$ cat src/rtl/multicycle_ctrl.sv
// Multicycle MIPS control unit: Moore FSM with registered control word, combinational pcen/alucontrol.
// Define MULTICYCLE_CTRL_LUI_EN to add the LUIEX state for op 001111 (lui).
module multicycle_ctrl (
    input  logic       clk,
    input  logic       reset,
    input  logic [5:0] op,
    input  logic [5:0] funct,
    input  logic       zero,
    output logic       pcen,
    output logic       irwrite,
    output logic       memwrite,
    output logic       regwrite,
    output logic       iord,
    output logic       memtoreg,
    output logic       regdst,
    output logic       alusrca,
    output logic [1:0] alusrcb,
    output logic [1:0] pcsrc,
    output logic [2:0] alucontrol,
    output logic       luisrc,
    output logic [3:0] state
);

    typedef enum logic [3:0] {
        FETCH   = 4'd0,
        DECODE  = 4'd1,
        MEMADR  = 4'd2,
        MEMRD   = 4'd3,
        MEMWB   = 4'd4,
        MEMWR   = 4'd5,
        RTYPEEX = 4'd6,
        RTYPEWB = 4'd7,
        BEQEX   = 4'd8,
        ADDIEX  = 4'd9,
        ADDIWB  = 4'd10,
        JEX     = 4'd11,
        LUIEX   = 4'd12
    } state_t;

    typedef struct packed {
        logic       irwrite;
        logic       pcwrite;
        logic       branch;
        logic       memwrite;
        logic       regwrite;
        logic       iord;
        logic       memtoreg;
        logic       regdst;
        logic       alusrca;
        logic       luisrc;
        logic [1:0] alusrcb;
        logic [1:0] pcsrc;
        logic [1:0] aluop;
    } ctrl_t;

    state_t cur;
    state_t nxt;
    ctrl_t  ctrl;

    // Control word of a state; the register loads the word of the state being entered.
    function automatic ctrl_t decode(input state_t s);
        ctrl_t c;
        c = '0;
        case (s)
            FETCH: begin
                c.irwrite = 1'b1;
                c.pcwrite = 1'b1;
                c.alusrcb = 2'b01;
            end
            DECODE:  c.alusrcb = 2'b11;
            MEMADR: begin
                c.alusrca = 1'b1;
                c.alusrcb = 2'b10;
            end
            MEMRD:   c.iord = 1'b1;
            MEMWB: begin
                c.regwrite = 1'b1;
                c.memtoreg = 1'b1;
            end
            MEMWR: begin
                c.iord     = 1'b1;
                c.memwrite = 1'b1;
            end
            RTYPEEX: begin
                c.alusrca = 1'b1;
                c.aluop   = 2'b10;
            end
            RTYPEWB: begin
                c.regwrite = 1'b1;
                c.regdst   = 1'b1;
            end
            BEQEX: begin
                c.alusrca = 1'b1;
                c.aluop   = 2'b01;
                c.pcsrc   = 2'b01;
                c.branch  = 1'b1;
            end
            ADDIEX: begin
                c.alusrca = 1'b1;
                c.alusrcb = 2'b10;
            end
            ADDIWB:  c.regwrite = 1'b1;
            JEX: begin
                c.pcsrc   = 2'b10;
                c.pcwrite = 1'b1;
            end
            LUIEX: begin
                c.alusrca = 1'b1;
`ifdef MULTICYCLE_CTRL_LUI_EN
                c.luisrc  = 1'b1;
`endif
            end
            default: ;
        endcase
        return c;
    endfunction

    always_comb begin
        nxt = FETCH;
        case (cur)
            FETCH:  nxt = DECODE;
            DECODE: begin
                case (op)
                    6'b100011, 6'b101011: nxt = MEMADR;
                    6'b000000:            nxt = RTYPEEX;
                    6'b000100:            nxt = BEQEX;
                    6'b001000:            nxt = ADDIEX;
                    6'b000010:            nxt = JEX;
`ifdef MULTICYCLE_CTRL_LUI_EN
                    6'b001111:            nxt = LUIEX;
`else
                    6'b001111:            nxt = FETCH;
`endif
                    default:              nxt = FETCH;
                endcase
            end
            MEMADR:  nxt = (op == 6'b100011) ? MEMRD : MEMWR;
            MEMRD:   nxt = MEMWB;
            RTYPEEX: nxt = RTYPEWB;
            ADDIEX:  nxt = ADDIWB;
            LUIEX:   nxt = ADDIWB;
            default: nxt = FETCH;
        endcase
    end

    always_ff @(posedge clk or posedge reset) begin
        if (reset) begin
            cur  <= FETCH;
            ctrl <= decode(FETCH);
        end else begin
            cur  <= nxt;
            ctrl <= decode(nxt);
        end
    end

    always_comb begin
        alucontrol = 3'b000;
        case (ctrl.aluop)
            2'b00: alucontrol = 3'b010;
            2'b01: alucontrol = 3'b110;
            2'b10: begin
                case (funct)
                    6'b100000: alucontrol = 3'b010;
                    6'b100010: alucontrol = 3'b110;
                    6'b100100: alucontrol = 3'b000;
                    6'b100101: alucontrol = 3'b001;
                    6'b101010: alucontrol = 3'b111;
                    default:   alucontrol = 3'b000;
                endcase
            end
            default: alucontrol = 3'b000;
        endcase
    end

    // Branch resolves in the same cycle the ALU reports zero.
    assign pcen     = ctrl.pcwrite | (ctrl.branch & zero);
    assign irwrite  = ctrl.irwrite;
    assign memwrite = ctrl.memwrite;
    assign regwrite = ctrl.regwrite;
    assign iord     = ctrl.iord;
    assign memtoreg = ctrl.memtoreg;
    assign regdst   = ctrl.regdst;
    assign alusrca  = ctrl.alusrca;
    assign alusrcb  = ctrl.alusrcb;
    assign pcsrc    = ctrl.pcsrc;
    assign luisrc   = ctrl.luisrc;
    assign state    = cur;

endmodule

$ cat config.mk
export PLATFORM = sky130hd
export DESIGN_NAME = multicycle_ctrl
export DESIGN_NICKNAME = d
export VERILOG_FILES = /design/src/rtl/multicycle_ctrl.sv
export SDC_FILE = /design/constraint.sdc
export NUM_CORES = 1
export LEC_CHECK = 0
export CORE_MARGIN = 4
export CORE_UTILIZATION = 44
export CTS_BUF_LIST = sky130_fd_sc_hd__clkbuf_8 sky130_fd_sc_hd__clkbuf_16
export DETAILED_ROUTE_END_ITERATION = 10
export HOLD_SLACK_MARGIN = 0.03
export PLACE_DENSITY = 0.84
export SLEW_MARGIN = 10
export SYNTH_ARGS = -nofsm -noshare
export SYNTH_HDL_FRONTEND = slang
export SYNTH_SLANG_ARGS = --single-unit
export TNS_END_PERCENT = 10
$ cat constraint.sdc
create_clock -name clk -period 2.85 [get_ports clk]
set_input_delay 0.285 -clock clk [delete_from_list [all_inputs] [get_ports clk]]
set_output_delay 0.285 -clock clk [all_outputs]
set_load 0.01 [all_outputs]
Word-level counts from Yosys, hierarchy flattened
Cells that the tools add are included.
{ "totals": {"reg_bits": 19, "inputBits": 15, "out_inout_bits": 20} }
{ "classes": {"n_eq_ne": 29, "muxes": 17, "n_bitwise": 2, "n_reduce_logical": 11} }
{ "ops": {"columns": ["cell", "n"], "rows": [
  ["$eq 6x6->1 const B", 6],
  ["$eq 4x4->1 const B", 7],
  ["$pmux 4 s6", 1],
  ["$eq 4x3->1 const B", 5],
  ["$pmux 4 s5", 1],
  ["$eq 4x2->1 const B", 4],
  ["$pmux 3 s4", 1],
  ["$reduce_or 2->1", 5],
  ["$mux 1", 9],
  ["$pmux 3 s3", 1],
  ["$eq 4x1->1 const B", 2],
  ["$logic_not 4->1", 2],
  ["$pmux 2 s2", 2],
  ["$eq 6x2->1 const B", 1],
  ["$eq 6x3->1 const B", 1],
  ["$eq 6x4->1 const B", 1],
  ["$logic_not 6->1", 1],
  ["$pmux 2 s3", 1],
  ["$reduce_or 5->1", 1],
  ["$mux 3", 1],
  ["$reduce_or 3->1", 1],
  ["$eq 2x1->1 const B", 1],
  ["$eq 2x2->1 const B", 1],
  ["$logic_not 2->1", 1],
  ["2 further kinds", 2]
]} }

Logic depth before layout (Yosys ltp)
{ "depth": {"ltp_word": 7, "mapped_depth": 7, "ltp_nobuf": 6} }

Worst setup path after synthesis
No wires, ideal clock.
{ "synth_path": {"path_type": "register to register", "startpoint": "register cur[3], in the netlist state[3]", "endpoint": "register ctrl (netlist bit alusrcb[1])", "arrival_time_ns": 1.556, "slack_ns": 1.174, "stages_incl_launch_ff": 6, "n_path_buf": 0, "path_cell_list": "dfrtp_1 nand2b_4 or2_2 o221ai_2 nor3b_1 a31o_1"} }
{ "synth_via": {"elab_chain_cells": 6, "word_cells_on_any_way": 15, "classes_between": "9 x eq/ne; 2 x mux; 4 x reduce/logical"} }
{ "synth_rtl": {"columns": ["item", "line", "source"], "rows": [
  ["from (decl)", "56", "state_t cur;"],
  ["from (signal assigned)", "151", "cur <= nxt;"],
  ["$eq 4x4->1", "120", "case (cur)"],
  ["$reduce_or 2->1 (no source line)", null, null],
  ["$pmux 4 s6 *", "120", null],
  ["net nxt[1]", "57", "state_t nxt;"],
  ["$eq 4x4->1 or $eq 4x2->1 (tied branches)", "64", "case (s)"],
  ["$reduce_or 2->1 (no source line)", null, null],
  ["$pmux 2 s3 *", "64", null],
  ["to (signal assigned)", "149", "ctrl <= decode(FETCH);"],
  ["to (signal assigned)", "152", "ctrl <= decode(nxt);"],
  ["to (decl)", "58", "ctrl_t ctrl;"]
]} }
Mark *: on every way through the listed nets, which the timed path passes. The rest lies on a longest branch.

Final worst setup path
{ "layout_path": {"startpoint": "input port funct[5]", "endpoint": "output port alucontrol[2]"} }
{ "layout_via": {"elab_chain_cells": 3, "word_cells_on_any_way": 6, "classes_between": "4 x eq/ne; 2 x mux"} }
{ "layout_rtl": {"columns": ["item", "line", "source"], "rows": [
  ["from (decl)", "7", "input logic [5:0] funct,"],
  ["$eq 6x6->1", "162", "case (funct)"],
  ["$pmux 3 s4 *", "162", null],
  ["$pmux 3 s3 *", "158", "case (ctrl.aluop)"],
  ["to (decl)", "19", "output logic [2:0] alucontrol,"]
]} }
Every way passes the cells marked *; elsewhere a longest branch is shown, timed or not.

==> metrics.cfg <==
[clock_network]
clk_latency_ns=0.25
clockBufferDepth=2
ctsHoldBuffers=0
cts-buffers-inserted=3
cts.sinks=18
clkTransAtPathRegs_ns=0.07
cts_max_level=1
cts_tree=yes
post_cts_resize_count=0
root_buffer=clkbuf_8
postCtsSetupBuffers=0

[sta]
relSlewSlack=0.5683
finalClockSkew_ns=0.003807
fin_tns_setup_ns=0
setup_viol_count_final=0
hold_viol=0
tightestPinTransition_ns=0.6469
grt_setup_unrepaired=no
clock.fmax_mhz=475.2
timing.hold.ws_ns=0.4164
slew_violations=0
final_min_period_over_clock_period=0.7384
layout_min_cycle_time_ns=2.105

[die]
rows=16
dieWidth_microns=55.10
dieArea_sq_um=3035
die_h_microns=55.10
start_util=0.4779
core_area_sq_um=2042
ios=35

[synth]
syn_inst=94
synth_warnings=0
netlist.area_leader.share=0.3846
synth-simple-area-share=0.2590
netlist_top_cells_area=dfrtp_1 38%, dfstp_2 8.1%, nor2_1 5.0%, buf_4 3.8%, a2111oi_4 2.8%
synth_area_sq_um=975.9
synth_xor_area_frac=0.02692
ys_types=36
syn-num-nets=109
synth.avg_cell_area_sq_um=10.38
yosys.area.top_type=dfrtp_1
synth-seq-cells=18
synth_compound_area_frac=0.1590
synth_mux_area_frac=0
synth_edf_count=0
synth_top_family_by_area=simple AND/OR/NAND/NOR gates
ys_async_sr_fraction=1.000
synthFlopType=dfrtp_1
synth_common_cells=15 x dfrtp_1, 13 x nor2_1, 5 x buf_4, 5 x inv_1, 5 x nand2_1
synth_most_common_cell=dfrtp_1
yosys.area_share.adder=0
ys_seq_area_frac=0.4654

[routing]
ant_nets=0
drcViolationCount=0
drt-total-wl_microns=2141
drt_iter0_drc=12
wl_per_cell_microns=14.18
dr.pass1.iters=4
viasPerCell=5.298
vias=800

[finish]
fin_area_sq_um=1330
nets=140
antennaDiodeCount=0
layout-drive-gt1-share=0.1452
syn_to_final_growth_pct=36.28

[place]
portBuffers=33
place_area_sq_um=1275
post-dp-hpwl_microns=1672
gp_congestion=0.8387

[hold_path]
hp-class=in2async

[pwr]
leakagePower_nw=0.5321
ir_drop_uv=480.6
finalPower_mw=0.9366
powerDensity_nw_per_um2=704.2

[setup_path]
worst_ep_required_time_ns=2.57
cp.arrival_ns=1.82
critPathKind=in2out
critPathCaptureType=primary output
cp-start-kind=primary input
cp_max_fo=3

[outcome]
run_status=finished clean

[global_routing]
grtUsageTotal=0.1653
grt_pass1_wl_microns=3608
gr-total-overflow=0
grt_max_degree=19
antenna_found_initial=0
grt_pass1_vias=854

[run]
drv_cap=0

power breakdown:
group	internal (mW)	switching [mW]	total [mW]
Combinational	0.191	0.160	0.351
Clock	0.123	0.0823	0.205
Sequential	0.324	0.0575	0.381
layout make-up:
cell class	count	area (sq um)
Sequential cell	18	454.2
Tap cell	27	33.78
Clock buffer	4	55.05
Timing Repair Buffer	33	330.3
Inverter	5	18.77
Fill cell	165	711.9
Multi-Input combinational cell	64	437.9
kinds of logic after synthesis:
group                  after synthesis
AO/OA/AOI/OAI                       18
other                                1
AND/OR/NAND/NOR                     42
flip-flops                          18
buffers and inverters               12
XOR/XNOR                             3
final timing paths:
path	cells after the start	from	end	slack [ns]
worst min-delay path	2	reset	state[0]$_DFF_PP0_	0.42
worst max-delay path	5	funct[5]	alucontrol[2]	0.75
min in group clk	2	state[1]$_DFF_PP0_	memtoreg$_DFF_PP0_	0.68
max in group asynchronous	2	reset	ctrl[0]$_DFF_PP0_	2.02
worst max register to register	5	state[3]$_DFF_PP0_	alusrcb[1]$_DFF_PP0_	1.05
worst min register to register	2	state[1]$_DFF_PP0_	memtoreg$_DFF_PP0_	0.68
sequential cells by signal, summed over array words and instances, names as in the netlist, 2 cells and up:
| register | cells |
|---|---|
| ctrl | 3 |
| alusrcb | 2 |
| pcsrc | 2 |
| state | 4 |
cell usage in the layout (no fill, tap or decap), types with 2 or more instances in the layout:
cell type        netlist  final
clkdlybuf4s50_1        0     33
dfrtp_1               15     15
nor2_1                13     13
inv_1                  5      5
nand2_1                5      5
nor3_1                 4      4
clkbuf_8               2      4
a31oi_1                3      3
nand3_1                3      3
a21oi_1                3      3
o21ai_0                3      3
dfstp_2                3      3
nor4_2                 2      2
xor2_1                 2      2
or2_2                  2      2
nand2b_1               2      2
and4_1                 2      2
nor3b_1                2      2
metrics by stage:
stage	utilization	std cells	setup WS, ns
floorplan	-	94	1.174
detailed placement	0.6244	147	0.6740
finish	0.6513	151	0.7455
global route	0.6513	151	0.6476
CTS	0.6513	151	0.7462
global placement	0.6244	147	0.7457
layer usage:
layer | wire [microns] | track usage | share of wire
met1 | 860 | 0.1963 | 0.40
met2 | 1077 | 0.2913 | 0.50
met3 | 155 | 0.01609 | 0.072
met4 | 47 | 0.08907 | 0.022
met5 | 0 | 0 | 0
critical path, stage by stage:
cell and delay, ns:
clkdlybuf4s50_1 0.45, nor3b_1 0.31, nand4_1 0.12, o21ai_0 0.09, clkdlybuf4s50_1 0.56
Note: power is estimated with default switching activity, not from simulation.
